<file path="src/rtl/pkt_reg_pkg.sv">
// Shared register map, bit positions and default version for the packet register bank.
package pkt_reg_pkg;

    localparam logic [2:0] ADDR_CTRL     = 3'd0;
    localparam logic [2:0] ADDR_STATUS   = 3'd1;
    localparam logic [2:0] ADDR_IRQ_STAT = 3'd2;
    localparam logic [2:0] ADDR_IRQ_MASK = 3'd3;
    localparam logic [2:0] ADDR_RX_DATA  = 3'd4;
    localparam logic [2:0] ADDR_RX_COUNT = 3'd5;
    localparam logic [2:0] ADDR_SCRATCH  = 3'd6;
    localparam logic [2:0] ADDR_VERSION  = 3'd7;

    localparam int CTRL_EN      = 0;
    localparam int CTRL_IRQ_EN  = 1;
    localparam int CTRL_OVF_CLR = 7;

    localparam int STAT_AVAIL = 0;
    localparam int STAT_FULL  = 1;
    localparam int STAT_OVF   = 2;

    localparam int IRQ_RX  = 0;
    localparam int IRQ_OVF = 1;
    localparam int IRQ_W   = 2;

    localparam logic [7:0] DEFAULT_VERSION = 8'h21;

endpackage

</file>
<file path="src/rtl/pkt_rx_fifo.sv">
// Small RX byte FIFO: wrap-around pointers plus occupancy count; head entry is read combinationally.
module pkt_rx_fifo #(
    parameter int DATA_W = 8,
    parameter int DEPTH  = 4,
    localparam int PTR_W = (DEPTH > 1) ? $clog2(DEPTH) : 1,
    localparam int CNT_W = $clog2(DEPTH + 1)
) (
    input  logic              clk,
    input  logic              rst,
    input  logic              push,
    input  logic [DATA_W-1:0] push_data,
    input  logic              pop,
    output logic [DATA_W-1:0] rd_data,
    output logic [CNT_W-1:0]  count,
    output logic              full,
    output logic              empty
);

    logic [DATA_W-1:0] mem [DEPTH];
    logic [PTR_W-1:0]  wr_ptr;
    logic [PTR_W-1:0]  rd_ptr;
    logic              push_ok;
    logic              pop_ok;

    assign full    = (count == CNT_W'(DEPTH));
    assign empty   = (count == '0);
    // A pop in the same cycle frees the slot the push needs.
    assign pop_ok  = pop && !empty;
    assign push_ok = push && (!full || pop_ok);
    assign rd_data = mem[rd_ptr];

    always_ff @(posedge clk) begin
        if (rst) begin
            wr_ptr <= '0;
            rd_ptr <= '0;
            count  <= '0;
        end else begin
            if (push_ok)
                wr_ptr <= (wr_ptr == PTR_W'(DEPTH - 1)) ? '0 : wr_ptr + 1'b1;
            if (pop_ok)
                rd_ptr <= (rd_ptr == PTR_W'(DEPTH - 1)) ? '0 : rd_ptr + 1'b1;
            case ({push_ok, pop_ok})
                2'b10:   count <= count + 1'b1;
                2'b01:   count <= count - 1'b1;
                default: count <= count;
            endcase
        end
    end

    always_ff @(posedge clk) begin
        if (push_ok)
            mem[wr_ptr] <= push_data;
    end

endmodule

</file>
<file path="src/rtl/pkt_reg_bank.sv">
// Control/status register bank for the packet divider/reorder block, with RX byte FIFO and interrupt.
// Bus: wr/rd are single-cycle strobes (wr wins when both are high); rx_valid is a strobe with no backpressure.
module pkt_reg_bank
    import pkt_reg_pkg::*;
#(
    parameter int          ADDR_W   = 3,
    parameter int          DATA_W   = 8,
    parameter int          RX_DEPTH = 4,
    parameter logic [7:0]  VERSION  = DEFAULT_VERSION
) (
    input  logic              clk,
    input  logic              rst,
    input  logic [ADDR_W-1:0] addr,
    input  logic              wr,
    input  logic [DATA_W-1:0] wr_data,
    input  logic              rd,
    output logic [DATA_W-1:0] rd_data,
    output logic              int_n,
    input  logic              rx_valid,
    input  logic [DATA_W-1:0] rx_data
);

    localparam int CNT_W = $clog2(RX_DEPTH + 1);

    logic [1:0]        ctrl;
    logic [IRQ_W-1:0]  irq_stat;
    logic [IRQ_W-1:0]  irq_mask;
    logic [IRQ_W-1:0]  irq_stat_nxt;
    logic [IRQ_W-1:0]  irq_clr;
    logic [DATA_W-1:0] scratch;
    logic              ovf;

    logic              mapped;
    logic [2:0]        sel;
    logic              wr_en;
    logic              rd_acc;
    logic              pop;
    logic              push_req;
    logic              rx_push;
    logic              rx_drop;
    logic [DATA_W-1:0] rd_mux;
    logic [2:0]        status;

    logic [DATA_W-1:0] fifo_head;
    logic [CNT_W-1:0]  fifo_count;
    logic              fifo_full;
    logic              fifo_empty;

    // Only the low eight addresses are decoded; anything above reads zero and ignores writes.
    assign mapped   = ((addr >> 3) == '0);
    assign sel      = addr[2:0];
    assign wr_en    = wr && mapped;
    assign rd_acc   = rd && !wr;
    assign pop      = rd_acc && mapped && (sel == ADDR_RX_DATA) && !fifo_empty;
    assign push_req = rx_valid && ctrl[CTRL_EN];
    assign rx_push  = push_req && (!fifo_full || pop);
    assign rx_drop  = push_req && fifo_full && !pop;
    assign status   = {ovf, fifo_full, !fifo_empty};

    pkt_rx_fifo #(
        .DATA_W (DATA_W),
        .DEPTH  (RX_DEPTH)
    ) u_rx_fifo (
        .clk       (clk),
        .rst       (rst),
        .push      (rx_push),
        .push_data (rx_data),
        .pop       (pop),
        .rd_data   (fifo_head),
        .count     (fifo_count),
        .full      (fifo_full),
        .empty     (fifo_empty)
    );

    // Hardware set beats a simultaneous W1C clear.
    always_comb begin
        irq_clr = '0;
        if (wr_en && (sel == ADDR_IRQ_STAT))
            irq_clr = wr_data[IRQ_W-1:0];
        irq_stat_nxt          = irq_stat & ~irq_clr;
        irq_stat_nxt[IRQ_RX]  = irq_stat_nxt[IRQ_RX]  | rx_push;
        irq_stat_nxt[IRQ_OVF] = irq_stat_nxt[IRQ_OVF] | rx_drop;
    end

    always_comb begin
        rd_mux = '0;
        if (mapped) begin
            case (sel)
                ADDR_CTRL:     rd_mux = DATA_W'(ctrl);
                ADDR_STATUS:   rd_mux = DATA_W'(status);
                ADDR_IRQ_STAT: rd_mux = DATA_W'(irq_stat);
                ADDR_IRQ_MASK: rd_mux = DATA_W'(irq_mask);
                ADDR_RX_DATA:  rd_mux = fifo_empty ? '0 : fifo_head;
                ADDR_RX_COUNT: rd_mux = DATA_W'(fifo_count);
                ADDR_SCRATCH:  rd_mux = scratch;
                ADDR_VERSION:  rd_mux = DATA_W'(VERSION);
                default:       rd_mux = '0;
            endcase
        end
    end

    always_ff @(posedge clk) begin
        if (rst) begin
            ctrl     <= '0;
            irq_stat <= '0;
            irq_mask <= '0;
            scratch  <= '0;
            ovf      <= 1'b0;
            rd_data  <= '0;
            int_n    <= 1'b1;
        end else begin
            if (wr_en && (sel == ADDR_CTRL))
                ctrl <= wr_data[1:0];
            if (wr_en && (sel == ADDR_IRQ_MASK))
                irq_mask <= wr_data[IRQ_W-1:0];
            if (wr_en && (sel == ADDR_SCRATCH))
                scratch <= wr_data;
            // Sticky overflow; CTRL bit7 is a write-only clear strobe.
            if (rx_drop)
                ovf <= 1'b1;
            else if (wr_en && (sel == ADDR_CTRL) && wr_data[CTRL_OVF_CLR])
                ovf <= 1'b0;
            irq_stat <= irq_stat_nxt;
            if (rd_acc)
                rd_data <= rd_mux;
            int_n <= ~(ctrl[CTRL_IRQ_EN] && |(irq_stat & irq_mask));
        end
    end

endmodule
</file>
<file path="config.mk">
export PLATFORM = sky130hd
export DESIGN_NAME = pkt_reg_bank
export DESIGN_NICKNAME = d
export VERILOG_FILES = /design/src/rtl/pkt_reg_pkg.sv /design/src/rtl/pkt_rx_fifo.sv /design/src/rtl/pkt_reg_bank.sv
export SDC_FILE = /design/constraint.sdc
export NUM_CORES = 1
export LEC_CHECK = 0
export CAP_MARGIN = 20
export CORE_MARGIN = 2
export CORE_UTILIZATION = 35
export CTS_CLUSTER_SIZE = 10
export DETAILED_ROUTE_END_ITERATION = 6
export SYNTH_ARGS = -nofsm -noshare
export SYNTH_HDL_FRONTEND = slang
export SYNTH_HIERARCHICAL = 1
export SYNTH_SLANG_ARGS = --single-unit
</file>
<file path="constraint.sdc">
create_clock -name clk -period 5.7 [get_ports clk]
set_clock_uncertainty 0.05 [all_clocks]
set_input_delay 0.855 -clock clk [delete_from_list [all_inputs] [get_ports clk]]
set_output_delay 0.855 -clock clk [all_outputs]
set_load 0.005 [all_outputs]
</file>
==> Word level (Yosys, flattened, before mapping) <==
Memory sizes are Yosys's and may differ from the RTL's. A register that Yosys moved wholly into a read port is not among the register bits.
Index checks and enable logic that the tools add are counted.
W data, S select, Z words.
{ "op_classes": {"addsub": 4, "n_eq_ne": 12, "muxes": 12, "bitwise_logic": 6, "n_reduce_logical": 26} }
{ "op_table": {"columns": ["cell", "n"], "rows": [
  ["$pmux W8 S8", 1],
  ["$eq A3 B3 Y1 const B", 5],
  ["$logic_and A1 B1 Y1", 15],
  ["$mux W2", 5],
  ["$mux W8", 1],
  ["$eq A2 B2 Y1 const B", 3],
  ["$eq A3 B2 Y1 const B", 2],
  ["$logic_not A3 Y1", 2],
  ["$pmux W3 S2", 1],
  ["$add A2 B1 Y2 const B", 2],
  ["$and A2 B2 Y2", 2],
  ["$logic_not A1 Y1", 4],
  ["$mux W1", 4],
  ["$reduce_bool A2 Y1", 2],
  ["$add A3 B1 Y3 const B", 1],
  ["$eq A3 B1 Y1 const B", 1],
  ["$sub A3 B1 Y3 const B", 1],
  ["$eq A2 B1 Y1 const B", 1],
  ["$logic_or A1 B1 Y1", 2],
  ["$not A2 Y2", 1],
  ["$or A1 B1 Y1", 2],
  ["$reduce_or A2 Y1", 1],
  ["$not A1 Y1", 1]
]} }
{ "totals": {"ff_bits": 31, "ramBits": 32, "inputBits": 24, "output_inout_bits": 9, "wordCells": 71, "memories": 1} }
{ "mem_list": {"columns": ["name", "words", "word_bits", "rd", "rd_ports_with_merged_regs", "wr", "line_no", "source"], "rows": [
  ["u_rx_fifo.mem", 4, 8, 1, 1, 1, "pkt_rx_fifo.sv:19", "logic [DATA_W-1:0] mem [DEPTH];"]
]} }

==> Logic depth before layout (Yosys ltp) <==
Gate-level depths: netlist of run 1.
{ "depth": {"ltp_word": 9, "mapped_depth": 12} }

==> Hierarchy <==
Netlist of run 1, hierarchy kept.
{ "modules_own_cells": {"columns": ["module", "instances", "cells_per_inst", "area_per_inst_um2", "seq_area_each_um2"], "rows": [
  ["pkt_rx_fifo", 1, 94, 1649.1, 1141.1],
  ["pkt_reg_bank", 1, 147, 1203.7, 480.5]
]} }

==> Worst setup path after synthesis of run 1 <==
Ideal clock, no wire load.
{ "synth_path": {"kind": "input-to-reg", "start": "input port addr[2]", "end": "register u_rx_fifo.count[2]", "arrival_ns": 3.137, "t_required_ns": 5.579, "slack_ns": 2.442, "cell_stages": 12, "cell_sequence": "buf_2 or4b_4 nor2_1 or4b_4 and2_4 inv_1 ha_1 inv_1 fa_1 xor2_1 or3_1 a21oi_1"} }
{ "synth_via": {"elab_chain_len": 8} }
{ "synth_rtl": {"columns": ["item", "line_no", "source"], "rows": [
  ["from (decl)", "pkt_reg_bank.sv:13", "input logic [ADDR_W-1:0] addr,"],
  ["$eq A3 B3 Y1 (*)", "pkt_reg_bank.sv:54", "assign pop = rd_acc && mapped && (sel == ADDR_RX_DATA) && !fifo_empty;"],
  ["$logic_and A1 B1 Y1 (*) (2 in a row)", "pkt_reg_bank.sv:54", null],
  ["named net pop", "pkt_reg_bank.sv:37", "logic pop;"],
  ["$logic_or A1 B1 Y1 or $logic_and A1 B1 Y1 (tied branches)", "pkt_reg_bank.sv:56, pkt_rx_fifo.sv:28", null],
  ["$logic_and A1 B1 Y1 or $logic_or A1 B1 Y1 (tied branches)", "pkt_reg_bank.sv:56, pkt_rx_fifo.sv:29", null],
  ["$logic_and A1 B1 Y1", "pkt_rx_fifo.sv:29", "assign push_ok = push && (!full || pop_ok);"],
  ["$eq A2 B1 Y1 or $eq A2 B2 Y1 (tied branches)", "pkt_rx_fifo.sv:42", "case ({push_ok, pop_ok})"],
  ["$pmux W3 S2 or $reduce_bool A2 Y1 (tied branches)", null, null],
  ["to (signal assigned)", "pkt_rx_fifo.sv:43", "2'b10: count <= count + 1'b1;"],
  ["to (signal assigned)", "pkt_rx_fifo.sv:44", "2'b01: count <= count - 1'b1;"],
  ["to (signal assigned)", "pkt_rx_fifo.sv:45", "default: count <= count;"],
  ["to (decl)", "pkt_rx_fifo.sv:14", "output logic [CNT_W-1:0] count,"]
]} }
The timed path passes the listed nets; every way through them passes the cells marked *.
A chain may end at the register's enable or synchronous reset.

==> Worst setup path after layout of run 1 <==
{ "layout_path": {"start": "input port addr[0]", "end": "register u_rx_fifo.count[2]"} }
{ "layout_via": {"elab_chain_len": 8} }
{ "layout_rtl": {"columns": ["item", "line_no", "source"], "rows": [
  ["$eq A3 B3 Y1 (*)", "pkt_reg_bank.sv:54", null],
  ["$logic_and A1 B1 Y1 (*) (2 in a row)", "pkt_reg_bank.sv:54", null],
  ["$logic_or A1 B1 Y1 (*)", "pkt_reg_bank.sv:56", "assign rx_push = push_req && (!fifo_full || pop);"],
  ["$logic_and A1 B1 Y1 (*)", "pkt_reg_bank.sv:56", null],
  ["named net rx_push", "pkt_reg_bank.sv:39", "logic rx_push;"],
  ["$logic_and A1 B1 Y1 (*)", "pkt_rx_fifo.sv:29", null],
  ["$eq A2 B1 Y1 or $eq A2 B2 Y1 (tied branches)", "pkt_rx_fifo.sv:42", null],
  ["$pmux W3 S2 or $reduce_bool A2 Y1 (tied branches)", null, null]
]} }
Marks and branches as above.

==> results of run 1 <==
## power groups by stage
stage | combinational, mW | clock, mW | sequential (mW)
after detailed placement | 0.0502 | 0 | 0.505
after global placement | 0.0497 | 0 | 0.505
final | 0.0502 | 0.417 | 0.494
after global routing | 0.0547 | 0.447 | 0.494
after CTS | 0.0504 | 0.427 | 0.494
after floorplan | 0.0249 | 0 | 0.504
## worst reg2reg max path, cell delays in order, from the launching register on
cell and delay, ns:
dfxtp_1 0.37, nor3_1 0.69, or4b_4 0.27, nor2_1 0.05, or4b_4 0.54, and2_4 0.20, inv_1 0.05, ha_1 0.17
inv_1 0.06, fa_1 0.37, xor2_1 0.16, or3_1 0.31, a21oi_1 0.14
## per-layer routing
layer  vias to the layer above  wire, um
met5                         -         0
li1                        945         -
met4                         0        81
met1                       936      2620
met2                        44      2640
met3                        10       327
## state kept, by name (all words and copies together), names as in the netlist, named ones only
signal / cells
u_rx_fifo/wr_ptr: 2
rd_data: 8
ovf: 1
irq_stat: 2
scratch: 8
int_n: 1
u_rx_fifo/count: 3
u_rx_fifo/mem: 32
ctrl: 2
irq_mask: 2
u_rx_fifo/rd_ptr: 2
## kinds of logic (layout without fill, tap and decap cells)
family	Yosys count	count (layout)	synth area share
flip-flops	65	65	0.568
AO/OA/AOI/OAI	42	42	0.101
multiplexers	15	15	0.0882
adder cells (fa/ha/maj)	7	7	0.0333
buffers and inverters	24	59	0.0377
AND/OR/NAND/NOR	86	86	0.165
XOR/XNOR	2	2	0.00614
## cells in the mapped netlist (2+ instances only)
cell | instances | area share
a32oi_1 | 2 | 0.0061
o31ai_2 | 2 | 0.0088
nor4_1 | 4 | 0.0088
nand3_1 | 4 | 0.0070
and3_1 | 2 | 0.0044
mux4_2 | 8 | 0.063
ha_1 | 6 | 0.026
dfxtp_1 | 33 | 0.23
and2_1 | 2 | 0.0044
o21ai_0 | 4 | 0.0070
or3_1 | 2 | 0.0044
mux2i_1 | 6 | 0.021
a22o_1 | 6 | 0.018
edfxtp_1 | 32 | 0.34
nor4bb_1 | 2 | 0.0070
nor3_1 | 5 | 0.0088
o211ai_1 | 2 | 0.0053
nor2_1 | 18 | 0.024
inv_1 | 9 | 0.012
xor2_1 | 2 | 0.0061
and3_2 | 4 | 0.011
buf_2 | 5 | 0.0088
a21oi_1 | 16 | 0.028
or4b_4 | 2 | 0.0097
nand4b_1 | 2 | 0.0061
a22oi_1 | 4 | 0.011
nand2b_1 | 3 | 0.0066
nor2b_1 | 3 | 0.0066
nand2_1 | 25 | 0.033
clkbuf_1 | 7 | 0.0092
## path summary, 6_finish.rpt
| path | start | slack (ns) | to |
|---|---|---|---|
| setup / recovery | addr[0] | 1.84 | u_rx_fifo/count[2]$_SDFFE_PP0P_ |
| hold / removal | ctrl[1]$_SDFFE_PP0P_ | 0.37 | int_n$_SDFF_PP1_ |
| setup reg to reg | u_rx_fifo/count[2]$_SDFFE_PP0P_ | 2.21 | u_rx_fifo/count[2]$_SDFFE_PP0P_ |
| hold reg to reg | ctrl[1]$_SDFFE_PP0P_ | 0.37 | int_n$_SDFF_PP1_ |
## layout make-up
class                   instances  share of cell area
repair buffers                 34              0.0971
well taps                     102              0.0370
flip-flops and latches         65               0.470
inverters                       9             0.00978
multi-input cells             152               0.325
clock buffers                  11              0.0380
clock inverters                 5              0.0232
==> flow_metrics.env, run 1 <==
export IMPL_status="completed"
export IMPL_rsz0062_at_grt="no"
export IMPL_grt_pass1_vias=1873
export IMPL_fmax_mhz=259
export IMPL_pwr_share_clk=0.434
export IMPL_critPathTopFamily="simple AND/OR/NAND/NOR gates"
export IMPL_clk_pin_slew_worst_paths_ns=0.07
export IMPL_drv_slew=0
export IMPL_worstPathMaxFanout=19
export IMPL_coreArea_um2=7810
export IMPL_antenna_found_initial=0
export IMPL_fp_dieW_um=94.3
export IMPL_cts_buffer_depth=2
export IMPL_min_period_over_period=0.678
export IMPL_crit_path_end_kind="flip-flop"
export IMPL_grt_use_total=0.141
export IMPL_power_per_cell_area_nw_per_um2=278
export IMPL_cp_slowest_stage_delay_ns=0.74
export IMPL_root_buffer="clkbuf_8"
export IMPL_ctsHoldBuffers=0
export IMPL_clock_latency_ns=0.34
export IMPL_hold_viol=0
export IMPL_port_buffers=32
export IMPL_synthCells=241
export IMPL_grt_util_met3=0.0562
export IMPL_gp_congestion=0.770
export IMPL_grt_max_degree=35
export IMPL_nets=302
export IMPL_slew_headroom=0.463
export IMPL_vias=1935
export IMPL_cpMaxStageDelayCell="clkdlybuf4s50_1"
export IMPL_dr_pass1_iters=4
export IMPL_holdCritPathClass="flip-flop to flip-flop"
export IMPL_n_antenna_cell=0
export IMPL_period_minus_slack_ns=3.86
export IMPL_io_pins=33
export IMPL_combPwrFrac=0.052
export IMPL_drt_initial_drc_count=77
export IMPL_cp_data_required_time_ns=5.92
export IMPL_fin_area_um2=3450
export IMPL_vias_per_cell=5.12
export IMPL_htreeDepth=3
export IMPL_grt_use_met2=0.216
export IMPL_drtAntennaViolNets=0
export IMPL_nFillCells=749
export IMPL_placed_cells=362
export IMPL_drcViolationCount=0
export IMPL_cp_depth=12
export IMPL_layout_drive_gt1_share=0.130
export IMPL_p_leak_nw=1.16
export IMPL_syn_num_nets=272
export IMPL_tns_ns=0
export IMPL_arrival_ns=4.09
export IMPL_synth_edf_count=32
export IMPL_busiest_layer="met2"
export IMPL_min_path_cells=1
export IMPL_ys_warnings_count=6
export IMPL_finalNonFillerCells=378
export IMPL_pre_cts_ws_ns=1.50
export IMPL_synth_seq_area_share=0.568
export IMPL_rows=32
export IMPL_path_common_cell="inv_1"
export IMPL_final_util=0.442
export IMPL_syn_avg_cell_area_um2=11.8
export IMPL_regArea_um2=1620
export IMPL_start_util=0.365
export IMPL_fin_total_pwr_mw=0.961
export IMPL_layout_commonest_cell="dfxtp_1"
export IMPL_grt_pass1_wl_mm=9.24
export IMPL_whs_ns=0.375
export IMPL_synthFlopType="dfxtp_1"
export IMPL_yosysUniqueCellTypes=49
export IMPL_synth_seq_cells=65
export IMPL_seqPwrFrac=0.514
export IMPL_final_cell_mix="dfxtp_1, clkdlybuf4s50_1, edfxtp_1, nand2_1, nor2_1"
export IMPL_cts_tree="built"
export IMPL_max_vdd_ir_drop_v=0.000168
export IMPL_r2r_cells=12
export IMPL_gr_total_overflow=0
export IMPL_syn_area_um2=2850
export IMPL_cts_made_buffers=9
export IMPL_cts_setup_buffers=0
export IMPL_setup_violations=0
export IMPL_critPathBufInv=3
export IMPL_die_area_um2=8890
export IMPL_path_cells="clkdlybuf4s50_1, or4b_4, o21ai_2, nor2b_1, and2_4, inv_1, ha_1, inv_1, fa_1, xor2_1, or3_1, a21oi_1"
export IMPL_cp_start_kind="primary input"
export IMPL_dp_hpwl_mm=3.87
export IMPL_maxCapViolCount=0
export IMPL_wl_per_cell_um=15.0
export IMPL_sw_frac_of_total=0.207
export IMPL_p_int_mw=0.762
export IMPL_p_switching_mw=0.199
export IMPL_cts_repair_resized=0
export IMPL_dpl_cell_area_um2=3240
export IMPL_die_y_um=94.3
export IMPL_cts_sinks=65
export IMPL_path_class="primary input to flip-flop"
export IMPL_met1_usage=0.180
export IMPL_routed_wl_mm=5.67
export IMPL_multiInputGateArea_um2=1120
export IMPL_async_flop_share=0
export IMPL_area_growth_synth_to_final_pct=21.1
export IMPL_max_slew_worst_pin_slew_ns=0.799
export IMPL_layout_setup_ws_ns=1.84
No activity file was read; power rests on OpenSTA's default activity.
==> run 2: changes to the inputs <==
==> constraint.sdc (replaced) <==
create_clock -name clk -period 3.3 [get_ports clk]
set_clock_uncertainty 0.05 [all_clocks]
set_input_delay 0.495 -clock clk [delete_from_list [all_inputs] [get_ports clk]]
set_output_delay 0.495 -clock clk [all_outputs]
set_load 0.005 [all_outputs]
==> flow_metrics.env, run 2 (synthesis gave the netlist of run 1 again) <==
export IMPL_status="completed"
export IMPL_die_area_um2=8890
export IMPL_final_util=0.453
export IMPL_setup_violations=0
export IMPL_grt_pass1_wl_mm=9.49
export IMPL_combPwrFrac=0.054
export IMPL_worstPathMaxFanout=6
export IMPL_grt_use_total=0.144
export IMPL_root_buffer="clkbuf_8"
export IMPL_regArea_um2=1620
export IMPL_fmax_mhz=334
export IMPL_grt_max_degree=35
export IMPL_finalNonFillerCells=388
export IMPL_max_slew_worst_pin_slew_ns=0.558
export IMPL_pwr_share_clk=0.438
export IMPL_multiInputGateArea_um2=1120
export IMPL_path_class="flip-flop to flip-flop"
export IMPL_io_pins=33
export IMPL_cp_data_required_time_ns=3.52
export IMPL_cts_buffer_depth=2
export IMPL_drv_slew=0
export IMPL_slew_headroom=0.627
export IMPL_drcViolationCount=0
export IMPL_cts_made_buffers=9
export IMPL_drtAntennaViolNets=0
export IMPL_start_util=0.365
export IMPL_routed_wl_mm=5.78
export IMPL_dp_hpwl_mm=3.99
export IMPL_r2r_cells=12
export IMPL_cts_repair_resized=0
export IMPL_hold_viol=0
export IMPL_largest_register_ffs=32
export IMPL_n_antenna_cell=0
export IMPL_nFillCells=740
export IMPL_fp_dieW_um=94.3
export IMPL_crit_end="u_rx_fifo/count[2]$_SDFFE_PP0P_"
export IMPL_tns_ns=0
export IMPL_crit_path_end_kind="flip-flop"
export IMPL_r2r_start="u_rx_fifo/count[1]$_SDFFE_PP0P_"
export IMPL_p_int_mw=1.32
export IMPL_rows=32
export IMPL_rrSetupSlack_ns=0.31
export IMPL_whs_ns=0.388
export IMPL_cp_start_kind="flip-flop"
export IMPL_drt_initial_drc_count=60
export IMPL_die_y_um=94.3
export IMPL_top_regs="u_rx_fifo/mem x32, rd_data x8, scratch x8"
export IMPL_grt_pass1_vias=1885
export IMPL_largest_register="u_rx_fifo/mem"
export IMPL_clk_pin_slew_worst_paths_ns=0.07
export IMPL_cts_setup_buffers=0
export IMPL_clock_latency_ns=0.34
export IMPL_fin_total_pwr_mw=1.68
export IMPL_max_vdd_ir_drop_v=0.000229
export IMPL_min_path_cells=1
export IMPL_min_period_over_period=0.907
export IMPL_nets=312
export IMPL_startpoint="u_rx_fifo/count[1]$_SDFFE_PP0P_"
export IMPL_port_buffers=32
export IMPL_sw_frac_of_total=0.215
export IMPL_ctsHoldBuffers=0
export IMPL_dr_pass1_iters=4
export IMPL_cts_sinks=65
export IMPL_holdCritPathClass="flip-flop to flip-flop"
export IMPL_gp_congestion=0.774
export IMPL_period_minus_slack_ns=2.99
export IMPL_arrival_ns=3.22
export IMPL_layout_commonest_cell="dfxtp_1"
export IMPL_rr_endpoint="u_rx_fifo/count[2]$_SDFFE_PP0P_"
export IMPL_vias_per_cell=5.09
export IMPL_coreArea_um2=7810
export IMPL_area_growth_synth_to_final_pct=23.9
export IMPL_maxCapViolCount=0
export IMPL_antenna_found_initial=0
export IMPL_vias=1974
export IMPL_final_cell_mix="dfxtp_1, clkdlybuf4s50_1, edfxtp_1, nand2_1, nor2_1"
export IMPL_p_leak_nw=1.21
export IMPL_p_switching_mw=0.361
export IMPL_htreeDepth=3
export IMPL_placed_cells=372
export IMPL_rsz0062_at_grt="no"
export IMPL_cts_tree="built"
export IMPL_seqPwrFrac=0.508
export IMPL_wl_per_cell_um=14.9
export IMPL_power_per_cell_area_nw_per_um2=475
export IMPL_layout_drive_gt1_share=0.164
export IMPL_gr_total_overflow=0
-- run 2: changes by cell type in the layout (fill, tap and decap cells not counted), sizes merged --
cell,delta
buf,+10
clkbuf,-2
clkinv,+1
clkinvlp,+1
-- run 2: worst max-delay path: stages (launching register included) --
cell and delay, ns:
dfxtp_1 0.37, nor3_1 0.27, or4b_4 0.21, nor2_1 0.05
or4b_4 0.49, and2_4 0.19, inv_1 0.05, ha_1 0.18
inv_1 0.06, fa_1 0.38, xor2_1 0.16, or3_1 0.32
a21oi_1 0.16
-- run 2: worst min path at each step --
stage / end / slack [ns] / startpoint
2_1_floorplan: int_n$_SDFF_PP1_ / 0.35 / ctrl[1]$_SDFFE_PP0P_
6_report: int_n$_SDFF_PP1_ / 0.39 / ctrl[1]$_SDFFE_PP0P_
3_3_place_gp: int_n$_SDFF_PP1_ / 0.37 / ctrl[1]$_SDFFE_PP0P_
4_1_cts: int_n$_SDFF_PP1_ / 0.39 / ctrl[1]$_SDFFE_PP0P_
3_5_place_dp: int_n$_SDFF_PP1_ / 0.38 / ctrl[1]$_SDFFE_PP0P_
5_1_grt: int_n$_SDFF_PP1_ / 0.41 / ctrl[1]$_SDFFE_PP0P_
-- run 2: final cells by class --
type                            count  area share
Multi-Input combinational cell    152       0.318
Sequential cell                    65       0.459
Clock buffer                        9      0.0350
Tap cell                          102      0.0361
Clock inverter                      7      0.0269
Timing Repair Buffer               44       0.116
Inverter                            9     0.00955
-- run 2: power by group through the flow --
stage / registers (mW) / clock network, mW / logic (mW)
2_1_floorplan: 0.871 / 0 / 0.0430
3_3_place_gp: 0.871 / 0 / 0.0909
3_5_place_dp: 0.871 / 0 / 0.0916
4_1_cts: 0.853 / 0.761 / 0.0922
5_1_grt: 0.853 / 0.795 / 0.0993
6_report: 0.853 / 0.735 / 0.0913
-- run 2: per-stage QoR --
step	setup slack (ns)	instance area, um2
floorplan	0.230	2850
global placement	0.0891	3320
detailed placement	0.00727	3320
CTS	0.279	3540
global route	0.113	3540
finish	0.306	3540
-- run 2: per-layer routing --
| metal | up-vias | global-route usage | part of all wire |
|---|---|---|---|
| met3 | 9 | 0.0514 | 0.052 |
| li1 | 974 | - | - |
| met5 | - | 0 | 0 |
| met1 | 950 | 0.174 | 0.44 |
| met4 | 0 | 0.0580 | 0.016 |
| met2 | 41 | 0.233 | 0.49 |
==> run 3: changes to the inputs <==
--- a/config.mk
+++ b/config.mk
@@ -7,9 +7,11 @@
 export LEC_CHECK = 0
 export CAP_MARGIN = 20
 export CORE_MARGIN = 2
-export CORE_UTILIZATION = 35
+export CORE_UTILIZATION = 55
+export CTS_CLUSTER_DIAMETER = 120
 export CTS_CLUSTER_SIZE = 10
 export DETAILED_ROUTE_END_ITERATION = 6
+export PLACE_DENSITY = 0.79
 export SYNTH_ARGS = -nofsm -noshare
 export SYNTH_HDL_FRONTEND = slang
 export SYNTH_HIERARCHICAL = 1
==> constraint.sdc (replaced) <==
create_clock -name clk -period 3.1 [get_ports clk]
set_clock_uncertainty 0.05 [all_clocks]
set_input_delay 0.465 -clock clk [delete_from_list [all_inputs] [get_ports clk]]
set_output_delay 0.465 -clock clk [all_outputs]
set_load 0.005 [all_outputs]
==> flow_metrics.env, run 3 (synthesis gave the netlist of run 1 again) <==
export IMPL_drt_initial_drc_count=180
export IMPL_drv_slew=0
export IMPL_antenna_found_initial=0
export IMPL_largest_register_ffs=32
export IMPL_crit_path_end_kind="flip-flop"
export IMPL_area_growth_synth_to_final_pct=22.5
export IMPL_max_slew_worst_pin_slew_ns=0.766
export IMPL_cpMaxStageDelayCell="or4b_4"
export IMPL_min_period_over_period=0.937
export IMPL_path_common_cell="inv_1"
export IMPL_power_per_cell_area_nw_per_um2=468
export IMPL_coreArea_um2=5040
export IMPL_die_y_um=76.0
export IMPL_pre_cts_ws_ns=-0.137
export IMPL_die_area_um2=5780
export IMPL_path_cells="clkdlybuf4s50_1, or4b_4, buf_4, o21ai_2, nor2b_1, and2_4, inv_1, ha_1, inv_1, fa_1, xor2_1, or3_1, a21oi_1"
export IMPL_ctsHoldBuffers=0
export IMPL_met1_usage=0.262
export IMPL_cts_repair_resized=0
export IMPL_cp_start_kind="primary input"
export IMPL_nets=318
export IMPL_routed_wl_mm=5.61
export IMPL_final_cell_mix="dfxtp_1, clkdlybuf4s50_1, edfxtp_1, nand2_1"
export IMPL_status="completed"
export IMPL_path_class="primary input to flip-flop"
export IMPL_hold_viol=0
export IMPL_cts_setup_buffers=0
export IMPL_cts_tree="built"
export IMPL_setup_violations=0
export IMPL_vias_per_cell=5.48
export IMPL_rsz0062_at_grt="no"
export IMPL_port_buffers=32
export IMPL_worstPathMaxFanout=3
export IMPL_vias=1985
export IMPL_layout_commonest_cell="dfxtp_1"
export IMPL_arrival_ns=3.12
export IMPL_combPwrFrac=0.060
export IMPL_period_minus_slack_ns=2.90
export IMPL_fmax_mhz=344
export IMPL_io_pins=33
export IMPL_seqPwrFrac=0.556
export IMPL_p_leak_nw=1.22
export IMPL_clock_latency_ns=0.35
export IMPL_tns_ns=0
export IMPL_grt_pass1_vias=1976
export IMPL_layout_setup_ws_ns=0.196
export IMPL_drtAntennaViolNets=0
export IMPL_clk_pin_slew_worst_paths_ns=0.07
export IMPL_cts_sinks=65
export IMPL_grt_max_degree=28
export IMPL_slew_headroom=0.488
export IMPL_critPathTopFamily="simple AND/OR/NAND/NOR gates"
export IMPL_dp_hpwl_mm=4.00
export IMPL_p_switching_mw=0.389
export IMPL_pwr_share_clk=0.385
export IMPL_busiest_layer="met2"
export IMPL_htreeDepth=3
export IMPL_layout_drive_gt1_share=0.182
export IMPL_largest_register="u_rx_fifo/mem"
export IMPL_critPathBufInv=4
export IMPL_fp_dieW_um=76.0
export IMPL_rrSetupSlack_ns=0.21
export IMPL_cp_data_required_time_ns=3.32
export IMPL_grt_pass1_wl_mm=9.29
export IMPL_top_regs="u_rx_fifo/mem x32, rd_data x8, scratch x8"
export IMPL_p_int_mw=1.25
export IMPL_fin_total_pwr_mw=1.63
export IMPL_root_buffer="clkbuf_8"
export IMPL_start_util=0.566
export IMPL_n_antenna_cell=0
export IMPL_gr_total_overflow=0
export IMPL_cts_buffer_depth=2
export IMPL_grt_util_met3=0.0794
export IMPL_maxCapViolCount=0
export IMPL_rows=26
export IMPL_wl_per_cell_um=15.5
export IMPL_drcViolationCount=0
export IMPL_cts_made_buffers=9
export IMPL_nFillCells=387
export IMPL_max_vdd_ir_drop_v=0.000498
export IMPL_sw_frac_of_total=0.238
export IMPL_holdCritPathClass="flip-flop to flip-flop"
export IMPL_cp_slowest_stage_delay_ns=0.56
export IMPL_dr_pass1_iters=4
export IMPL_gp_congestion=0.850
export IMPL_grt_use_met2=0.334
export IMPL_grt_use_total=0.209
run 3: changes by cell type in the layout (fill, tap and decap cells not counted):
| cell | change |
|---|---|
| clkinv_2 | +1 |
| clkinv_1 | -1 |
| inv_6 | +1 |
| bufinv_16 | -2 |
| clkbuf_1 | +1 |
| buf_4 | +6 |
run 3: final timing paths:
kind / end / cells after the start / from
setup reg to reg: u_rx_fifo/count[2]$_SDFFE_PP0P_ / 12 / u_rx_fifo/count[0]$_SDFFE_PP0P_
hold reg to reg: int_n$_SDFF_PP1_ / 1 / ctrl[1]$_SDFFE_PP0P_
hold / removal: int_n$_SDFF_PP1_ / 1 / ctrl[1]$_SDFFE_PP0P_
setup / recovery: u_rx_fifo/count[2]$_SDFFE_PP0P_ / 13 / addr[0]
run 3: worst register-to-register path, cell delays in order (launching register included):
cell and delay (ns):
dfxtp_1 0.32, nor3_1 0.30, or4b_4 0.20, nor2_1 0.05, or4b_4 0.49, and2_4 0.18, inv_1 0.05, ha_1 0.15
inv_1 0.05, fa_1 0.38, xor2_1 0.16, or3_1 0.30, a21oi_1 0.13
run 3: power by group through the flow:
stage	combinational [mW]	clock [mW]	sequential, mW
floorplan	0.0457	0	0.927
global placement	0.0953	0	0.927
detailed placement	0.0964	0	0.928
CTS	0.0970	0.647	0.908
global route	0.106	0.684	0.908
finish	0.0974	0.629	0.908
run 3: metrics by stage:
| step | hold WS [ns] | area (um2) | utilization | std cells |
|---|---|---|---|---|
| after floorplan | 0.346 | 2850 | - | 241 |
| after global placement | 0.370 | 3320 | 0.659 | 346 |
| after detailed placement | 0.369 | 3320 | 0.659 | 346 |
| after CTS | 0.382 | 3490 | 0.693 | 362 |
| after global routing | 0.397 | 3490 | 0.693 | 362 |
| final | 0.378 | 3490 | 0.693 | 362 |
run 3: metal layers:
| metal | vias to the layer above | routed length [um] |
|---|---|---|
| met1 | 943 | 2440 |
| met2 | 48 | 2830 |
| met4 | 0 | 73 |
| met5 | - | 0 |
| li1 | 987 | - |
| met3 | 7 | 265 |
run 3: area by class of cell:
class | instances | area, um2 | area share
clock buffer | 10 | 128 | 0.0365
clock inverter | 6 | 45.0 | 0.0129
inverter | 9 | 33.8 | 0.00967
multi-input combinational | 152 | 1120 | 0.322
sequential | 65 | 1620 | 0.464
tap | 70 | 87.6 | 0.0251
timing repair buffer | 50 | 455 | 0.130
==> patch, RTL diff (config.mk and constraints of run 3) <==
`IRQ_W`: 2 -> 3.
--- a/src/rtl/pkt_reg_pkg.sv
+++ b/src/rtl/pkt_reg_pkg.sv
@@ -21,5 +21,5 @@
     localparam int IRQ_RX  = 0;
     localparam int IRQ_OVF = 1;
-    localparam int IRQ_W   = 2;
+    localparam int IRQ_W   = 3;
 
     localparam logic [7:0] DEFAULT_VERSION = 8'h21;
Function: changed (Yosys sat finds a counterexample within 4 cycles, from zero or initial values and one cycle with rst high).
==> patch against run 3 <==
Synthesized cell count up 3.7%; sequential cell count up 2; sequential share of layout area down 0.86 points; count of clock-buffer cells in the layout unchanged; routed wire length up 13%; power up 12%; final area up 4.4%; synthesized area up 3.2%; clock power up 25%; non-clock buffer count up 1; setup slack better by 0.011 ns; critical path type unchanged; largest cell class unchanged.
==> patch: results (changes against run 3) <==
[sta]
fin_hold_ws_ns=0.4075  ; was 0.3778 ns
min_period_over_period_pct=93.31  ; was 93.67%
tightest_slew_ns=0.5761  ; was 0.7655 ns

[grt]
grt_max_degree=24  ; was 28
grtUsageTotal_pct=23.07  ; was 20.86%
met1_usage_pct=28.40  ; was 26.15%
met2_usage_pct=37.83  ; was 33.39%
grt_pass1_vias=2132  ; was 1976

[routing]
met3_length_um=453  ; was 265 um
drt_pass1_iterations=7  ; was 4
drtIter0Drc=225  ; was 180
totalWireLength_um=6317  ; was 5608 um
wl_met2_um=3230  ; was 2826 um

[layout]
multi_input_comb_cells=159  ; was 152
fin_nets=329  ; was 318
inv_count=10  ; was 9
nonClockBufferCount=51  ; was 50
non_clock_buffer_area_share_pct=12.69  ; was 13.03%
multi_input_area_share_pct=32.41  ; was 32.15%
num-fill-cells=397  ; was 387
clock_area_share_pct=5.933  ; was 4.941%
regArea_um2=1662  ; was 1622 um2

[yosys]
synth-xor-area-share_pct=0.5947  ; was 0.6140%
muxShareOfSynthArea_pct=8.496  ; was 8.816%
syn_nets=281  ; was 272
seq_area_frac_synth_pct=56.41  ; was 56.84%
synth-adder-area-share_pct=3.229  ; was 3.333%
synth_common_cells=35 x dfxtp_1, 32 x edfxtp_1, 25 x nand2_1, 18 x a21oi_1, 17 x nor2_1  ; was 33 x dfxtp_1, 32 x edfxtp_1, 25 x nand2_1, 18 x nor2_1, 16 x a21oi_1

[placement]
dp_slack_ns=-0.1045  ; was -0.1370 ns

[outcome]
status=finished, final reports clean  ; unchanged

[setup_path]
reg2reg_slack_ns=0.24  ; was 0.21 ns
cp_max_fo=2  ; was 3

[pwr]
finalPower_w=0.001826  ; was 0.001634 W
ir_drop_uv=408.2  ; was 497.9 uV
pg_clk_w=0.000787  ; was 0.000629 W

[clocking]
clock_sinks=67  ; was 65

==> patch: cell types whose count changed in the layout (fill, tap and decap cells not counted), moves of 3 or more <==
cell    delta
nor3_1     -3
or3_1      +3
nor4_1     -4
a22o_1     -3
==> patch: worst paths after layout <==
path,from,endpoint,cells past startpoint
worst max register to register,u_rx_fifo/count[2],u_rx_fifo/count[2],12
worst min register to register,rd_data[2],rd_data[2],2
worst max-delay path,addr[0],u_rx_fifo/count[2],13
worst min-delay path,rd_data[2],rd_data[2],2
==> patch: tightest hold or removal path, delay by kind of cell, from the launching register on <==
| kind | cells | cell delay, ns |
|---|---|---|
| AO/OA/AOI/OAI | 1 | 0.05 |
| flip-flops | 1 | 0.31 |
| AND/OR/NAND/NOR | 1 | 0.05 |
==> patch: metrics by stage <==
stage | cells | area [um2]
detailed placement | 357 | 3427
global placement | 357 | 3427
CTS | 373 | 3643
floorplan | 250 | 2945
finish | 373 | 3649
global route | 373 | 3649
